--- src/rtl/pss_pkg.sv ---
// Shared constants, FSM state type and IQ packing helper for the PSS generator.
// The packing helper is also used by the correlator bench.
package pss_pkg;

    localparam int PSS_LEN = 127;
    localparam logic [6:0] PSS_LFSR_INIT = 7'b1110110;
    localparam int PSS_NID2_SHIFT = 43;

    typedef enum logic [1:0] {
        IDLE,
        SKIP,
        RUN
    } pss_state_t;

    // Packs {im, re}, each hw bits wide, into the low 2*hw bits.
    function automatic logic [63:0] pss_pack_iq(
        input logic signed [31:0] re,
        input logic signed [31:0] im,
        input int unsigned hw
    );
        logic [63:0] m;
        m = (64'd1 << hw) - 64'd1;
        return (64'(re) & m) | ((64'(im) & m) << hw);
    endfunction

endpackage

--- src/rtl/pss_generator_if.sv ---
// AXI-stream style sample channel between the PSS generator and its sink.
interface pss_generator_if #(
    parameter int DW = 32
);

    logic [DW-1:0] tdata;
    logic          tvalid;
    logic          tready;
    logic          tlast;

    modport master (
        output tdata,
        output tvalid,
        output tlast,
        input  tready
    );

    modport slave (
        input  tdata,
        input  tvalid,
        input  tlast,
        output tready
    );

endinterface

--- src/rtl/pss_lfsr.sv ---
// 7-bit m-sequence register for the NR PSS: x(i+7) = x(i+4) ^ x(i).
// Bit j of the register holds x(i+j); the output bit is x(i).
module pss_lfsr
    import pss_pkg::*;
(
    input  logic clk_i,
    input  logic reset_i,
    input  logic init_i,
    input  logic step_i,
    output logic bit_o
);

    logic [6:0] x_q;

    always_ff @(posedge clk_i) begin
        if (reset_i) begin
            x_q <= '0;
        end else if (init_i) begin
            x_q <= PSS_LFSR_INIT;
        end else if (step_i) begin
            x_q <= {x_q[4] ^ x_q[0], x_q[6:1]};
        end
    end

    assign bit_o = x_q[0];

endmodule

--- src/rtl/pss_generator.sv ---
// NR PSS d(n) generator streaming BPSK samples over an AXI-stream master.
// Define PSS_GEN_SC_MAP_EN to emit an FFT_LEN frame with the PSS centred on DC.
module pss_generator
    import pss_pkg::*;
#(
    parameter int        OUT_DW  = 32,
    parameter int signed AMP     = 8192,
    parameter int        FFT_LEN = 256
) (
    input  logic            clk_i,
    input  logic            reset_i,
    input  logic            start_i,
    input  logic [1:0]      N_id_2_i,
    pss_generator_if.master m_axis_out,
    output logic            busy_o
);

    localparam int unsigned HW = OUT_DW / 2;
`ifdef PSS_GEN_SC_MAP_EN
    localparam int FRAME    = FFT_LEN;
    localparam int SKIP_OFS = 63;
`else
    localparam int FRAME    = PSS_LEN;
    localparam int SKIP_OFS = 0;
`endif
    // One counter serves as skip count and as bin/sample index.
    localparam int CW = $clog2(FFT_LEN + 150);

    pss_state_t        state_q, state_d;
    logic [CW-1:0]     cnt_q;
    logic [OUT_DW-1:0] tdata_q;
    logic              tvalid_q;
    logic              tlast_q;

    logic              accept;
    logic              load;
    logic              lfsr_step;
    logic              lfsr_bit;
    logic              pss_bin;
    logic              last_bin;
    logic signed [31:0] re_val;
    logic [OUT_DW-1:0] sample;

    pss_lfsr u_lfsr (
        .clk_i   (clk_i),
        .reset_i (reset_i),
        .init_i  (accept),
        .step_i  (lfsr_step),
        .bit_o   (lfsr_bit)
    );

`ifdef PSS_GEN_SC_MAP_EN
    assign pss_bin = (cnt_q < CW'(64)) || (cnt_q > CW'(FFT_LEN - 64));
`else
    assign pss_bin = 1'b1;
`endif

    assign last_bin = (cnt_q == CW'(FRAME - 1));
    assign re_val   = !pss_bin ? 32'sd0 : (lfsr_bit ? -AMP : AMP);
    assign sample   = OUT_DW'(pss_pack_iq(re_val, 32'sd0, HW));

    always_ff @(posedge clk_i) begin
        if (reset_i) begin
            state_q <= IDLE;
        end else begin
            state_q <= state_d;
        end
    end

    always_comb begin
        state_d   = state_q;
        accept    = 1'b0;
        load      = 1'b0;
        lfsr_step = 1'b0;
        unique case (state_q)
            IDLE: begin
                if (start_i && N_id_2_i != 2'd3) begin
                    accept  = 1'b1;
                    state_d = SKIP;
                end
            end
            SKIP: begin
                if (cnt_q == '0) begin
                    state_d = RUN;
                end else begin
                    lfsr_step = 1'b1;
                end
            end
            RUN: begin
                // Refill the output register unless the tlast sample is parked.
                load = !(tvalid_q && tlast_q)
                    && (!tvalid_q || m_axis_out.tready);
                lfsr_step = load && pss_bin;
                if (tvalid_q && tlast_q && m_axis_out.tready) begin
                    state_d = IDLE;
                end
            end
            default: state_d = IDLE;
        endcase
    end

    always_ff @(posedge clk_i) begin
        if (reset_i) begin
            cnt_q    <= '0;
            tdata_q  <= '0;
            tvalid_q <= 1'b0;
            tlast_q  <= 1'b0;
        end else begin
            if (accept) begin
                cnt_q <= CW'(PSS_NID2_SHIFT * int'(N_id_2_i) + SKIP_OFS);
            end else if (state_q == SKIP && cnt_q != '0) begin
                cnt_q <= cnt_q - CW'(1);
            end else if (load) begin
                cnt_q <= cnt_q + CW'(1);
            end

            if (load) begin
                tdata_q  <= sample;
                tvalid_q <= 1'b1;
                tlast_q  <= last_bin;
            end else if (tvalid_q && m_axis_out.tready) begin
                tvalid_q <= 1'b0;
                tlast_q  <= 1'b0;
            end
        end
    end

    assign m_axis_out.tdata  = tdata_q;
    assign m_axis_out.tvalid = tvalid_q;
    assign m_axis_out.tlast  = tlast_q;
    assign busy_o            = (state_q != IDLE);

endmodule

--- src/flat_wrapper.sv ---
// flat-port wrapper written by rule: the top's interface ports become plain ports
module pss_generator_flat import pss_pkg::*;
#(
    parameter int        OUT_DW  = 32,
    parameter int signed AMP     = 8192,
    parameter int        FFT_LEN = 256
)
  (clk_i, reset_i, start_i, N_id_2_i, busy_o, m_axis_out_tdata, m_axis_out_tvalid, m_axis_out_tlast, m_axis_out_tready);
  pss_generator_if #(.DW(OUT_DW)) m_axis_out_i ();
  input  logic clk_i;
  input  logic reset_i;
  input  logic start_i;
  input  logic [1:0] N_id_2_i;
  output logic busy_o;
  output wire logic [$bits(m_axis_out_i.tdata)-1:0] m_axis_out_tdata;
  output wire logic [$bits(m_axis_out_i.tvalid)-1:0] m_axis_out_tvalid;
  output wire logic [$bits(m_axis_out_i.tlast)-1:0] m_axis_out_tlast;
  input wire logic [$bits(m_axis_out_i.tready)-1:0] m_axis_out_tready;
  assign m_axis_out_tdata = m_axis_out_i.tdata;
  assign m_axis_out_tvalid = m_axis_out_i.tvalid;
  assign m_axis_out_tlast = m_axis_out_i.tlast;
  assign m_axis_out_i.tready = m_axis_out_tready;
  pss_generator #(.OUT_DW(OUT_DW), .AMP(AMP), .FFT_LEN(FFT_LEN)) u_core (.clk_i(clk_i), .reset_i(reset_i), .start_i(start_i), .N_id_2_i(N_id_2_i), .m_axis_out(m_axis_out_i), .busy_o(busy_o));
endmodule
--- config.mk ---
export PLATFORM = sky130hd
export DESIGN_NAME = pss_generator_flat
export DESIGN_NICKNAME = d
export VERILOG_FILES = /design/src/rtl/pss_pkg.sv /design/src/rtl/pss_generator_if.sv /design/src/rtl/pss_lfsr.sv /design/src/rtl/pss_generator.sv /design/src/flat_wrapper.sv
export SDC_FILE = /design/constraint.sdc
export NUM_CORES = 1
export LEC_CHECK = 0
export CAP_MARGIN = 40
export CELL_PAD_IN_SITES_DETAIL_PLACEMENT = 1
export CELL_PAD_IN_SITES_GLOBAL_PLACEMENT = 1
export CORE_MARGIN = 5
export CORE_UTILIZATION = 35
export CTS_CLUSTER_DIAMETER = 80
export DETAILED_ROUTE_END_ITERATION = 7
export GPL_TIMING_DRIVEN = 0
export PLACE_DENSITY_LB_ADDON = 0.3
export SYNTH_ARGS = -nofsm -noshare
export SYNTH_HDL_FRONTEND = slang
export SYNTH_HIERARCHICAL = 1
export SYNTH_SLANG_ARGS = --single-unit
--- constraint.sdc ---
create_clock -name clk_i -period 6.8 [get_ports clk_i]
set_input_delay 2.04 -clock clk_i [delete_from_list [all_inputs] [get_ports clk_i]]
set_output_delay 2.04 -clock clk_i [all_outputs]
set_load 0.01 [all_outputs]
==> summary.txt <==
Outcome
  – Result of the run: finished, final reports clean

Final layout
  – FF/Latch Area: 440.4 um2
  – Layout overhead on the synthesized area: 19.53%
  – Leading cell type in the layout, fill and taps excluded: buf_4
  – Number of non-filler instances in the completed layout: ~310
  – Count of filler cells inserted in the layout: 597
  – Number of diodes added for antenna fixing: 0
  – Layout cell share with drive strength beyond 1: 0.2025
  – Area occupied by multi-input gates: approximately 1100 um2
  – Commonest cells after routing, fill and taps aside: buf_4 (32), conb_1 (29), dfxtp_1 (22)
  – Layout Cell Area excl Fill: 2083 um2
  – Post-layout nets: 265

Place
  – Routability cong.: between 0.7 and 0.8
  – Number of placed instances with taps included: 306
  – Count of buffers from port buffering: 11
  – Post-DP Area: approximately 2000 um2
  – Detailed-placement wirelength estimate: around 3.1 mm

CTS
  – CTS hold repair buffers: 0
  – Buffer depth of the longest clock path: 2
  – Root Driver: clkbuf_8
  – Total clock buffers created by CTS: 3
  – Total of cells resized after clock tree synthesis: 0
  – Clk pin slew, worst setup/hold paths: roughly 0.080 ns
  – Total number of H-tree levels: 1
  – Clock tree from TritonCTS: yes
  – Worst skew pair latency: 0.27 ns
  – Setup fix buffers added after clock tree synthesis: 0
  – CTS sink count: 22

Worst setup path
  – Count of buffer and inverter cells on the critical path: 3
  – Worst R2R Path Depth: 11
  – Kind of end point of the critical path: register
  – Largest stage delay on the critical path: 0.46 ns
  – Critical-path cell with the highest stage delay: clkdlybuf4s50_1
  – Worst Setup Path Type: in2reg
  – Largest fanout on the critical path: 12
  – Endpoint required time on the critical path: 6.96 ns
  – Startpoint type of the worst setup path: primary input
  – WP data arrival: between 4 and 5 ns
  – Total stage count of the critical path: 10
  – Cells along the critical path: clkdlybuf4s50_1, ha_1, nand2b_1, or2_1, buf_2, inv_2, nor2_1, o211ai_1, mux2i_1, a31o_1
  – Cell type group with the largest total delay on the critical path: buffers and inverters

Detailed routing
  – Count of nets left with antenna violations after detail routing: 0
  – Pre-Repair DR Iteration Count: 3
  – Routed wirelength normalized by instance count: 12.77 um
  – Detailed-route via count: 1427
  – First DRT Iteration DRCs: 37
  – Drt drc: 0
  – Routed via count divided by cell count: about 4.6
  – Routed wire length: 3.947 mm

Global route
  – Global-route usage over all layers: 0.1331
  – Overflow left after global routing: 0
  – Pin count of the biggest net entering global routing: 17
  – Wire length of the first global-routing pass: 6.817 mm
  – Via count of the first global-routing pass: around 1.5k
  – Initial antenna violation count: 0

Flow run
  – Maximum capacitance violations: 0

Yosys
  – Asr flop ratio synth: 0
  – Number of register bits inferred by synthesis: 22
  – Number of distinct library cells after synthesis: 51
  – Synthesized netlist cell count: 200
  – Count of warnings emitted by yosys: 6
  – Number of enable-type register cells in the synthesized netlist: 0
  – Synth Area per Inst: 8.715 um2
  – Mapped Area: 1743 um2
  – Dominant register cell in the synthesized netlist: dfxtp_1
  – Sequential area share after synthesis: 0.2527

Floorplanning
  – DIE HEIGHT: 80.57 um
  – Die footprint: 6491 um2
  – # rows: 25
  – Core Footprint: 4786 um2
  – Number of top-level pins: 41
  – Initial cell density of the core: 0.3642
  – Chip width: 80.57 um

Min path
  – Class of the most critical hold timing path: reg2reg
  – Cell depth of the worst min-delay path: 2

STA
  – Total count of max-transition violations in the final report: 0
  – Skew final: 0.003792 ns
  – Count of final setup violators: 0
  – Portion of the clock cycle consumed by the worst path in the final layout: 0.5692
  – Final count of hold timing violations: 0
  – Highest clock frequency the design can meet: 258.4 MHz
  – Setup repair after global routing missed its margin: no
  – Post-layout minimum cycle time: just under 4 ns
  – Final TNS setup: 0 ns

Power and ir drop
  – Highest ir drop seen on vdd: between 0.0001 and 0.00015 V
  – Cell Pwr Density: 243.8 nW/um2
  – Leakage power summed over all cells: 0.9647 nW
sequential cells by signal, indices dropped and copies added (netlist names):
| register | flops |
|---|---|
| u_core/cnt_q | 9 |
| u_core/m_axis_out.tdata | 2 |
| u_core/m_axis_out.tlast | 1 |
| u_core/m_axis_out.tvalid | 1 |
| u_core/state_q | 2 |
| u_core/u_lfsr/x_q | 7 |
logic make-up after synthesis:
| group | Yosys count | share of synthesized area |
|---|---|---|
| buffers and inverters | 47 | 0.1752 |
| and+or+nand+nor | 52 | 0.1694 |
| other | 1 | 0.002152 |
| AOI/OAI and AO/OA | 45 | 0.1866 |
| xor gates and xnor gates | 3 | 0.01508 |
| adders and majority gates | 15 | 0.1120 |
| muxes | 15 | 0.08686 |
| DFF | 22 | 0.2527 |
cell type report:
class,count,area share
Multi-Input combinational cell,159,0.5291
Buffer,36,0.1267
Sequential cell,22,0.2114
Inverter,11,0.01982
Timing Repair Buffer,11,0.05285
Tap cell,67,0.04024
Clock buffer,3,0.01982
synth_stat cells (2+ instances only):
cell type,instances,share of area
buf_4,32,0.14
dfxtp_1,22,0.25
ha_1,14,0.10
mux2i_1,14,0.080
nor2_1,14,0.030
a21oi_1,13,0.037
inv_1,9,0.019
nand2_1,6,0.013
nor3_1,6,0.017
nand2b_1,5,0.018
o21ai_0,5,0.014
a21o_1,4,0.017
nor2b_1,4,0.014
nand3_1,3,0.0086
nor4_1,3,0.011
o211ai_1,3,0.013
xnor2_1,3,0.015
a211oi_1,2,0.0086
a311oi_1,2,0.010
clkbuf_1,2,0.0043
inv_2,2,0.0043
o21bai_1,2,0.0086
or3_1,2,0.0072
report_power, final:
part           total (mW)  internal [mW]  switching (mW)
combinational       0.252          0.115           0.137
clock              0.0831         0.0396          0.0435
sequential          0.173          0.149          0.0238
per-stage QoR:
step | hold slack (ns) | setup WS [ns] | total power [mW] | util
floorplan | 0.4576 | 3.418 | 0.3700 | -
global placement | 0.4714 | 2.681 | 0.4221 | 0.4267
detailed placement | 0.4828 | 2.643 | 0.4295 | 0.4267
CTS | 0.5075 | 2.919 | 0.5147 | 0.4353
global route | 0.5512 | 2.808 | 0.5497 | 0.4353
finish | 0.5044 | 2.930 | 0.5080 | 0.4353
per-layer routing:
layer | track usage | part of all wire
met4 | 0.03041 | 0.0068
met5 | 0 | 0
met1 | 0.1694 | 0.48
met3 | 0.03587 | 0.044
met2 | 0.2227 | 0.47
worst min-delay path, stage by stage (launching register included):
cell	delay (ns)
dfxtp_1	0.34
nor2_1	0.05
nor2_1	0.08
worst paths after layout:
kind / start / end / slack (ns)
setup / recovery: N_id_2_i[0] / u_core/cnt_q[7]$_SDFFE_PP0P_ / 2.93
hold reg to reg: u_core/m_axis_out.tdata[13]$_SDFFE_PP0P_ / u_core/m_axis_out.tdata[13]$_SDFFE_PP0P_ / 0.50
setup reg to reg: u_core/state_q[1]$_SDFFE_PP0P_ / u_core/cnt_q[8]$_SDFFE_PP0P_ / 4.09
hold / removal: u_core/m_axis_out.tdata[13]$_SDFFE_PP0P_ / u_core/m_axis_out.tdata[13]$_SDFFE_PP0P_ / 0.50
No activity file was read; power rests on OpenSTA's default activity.
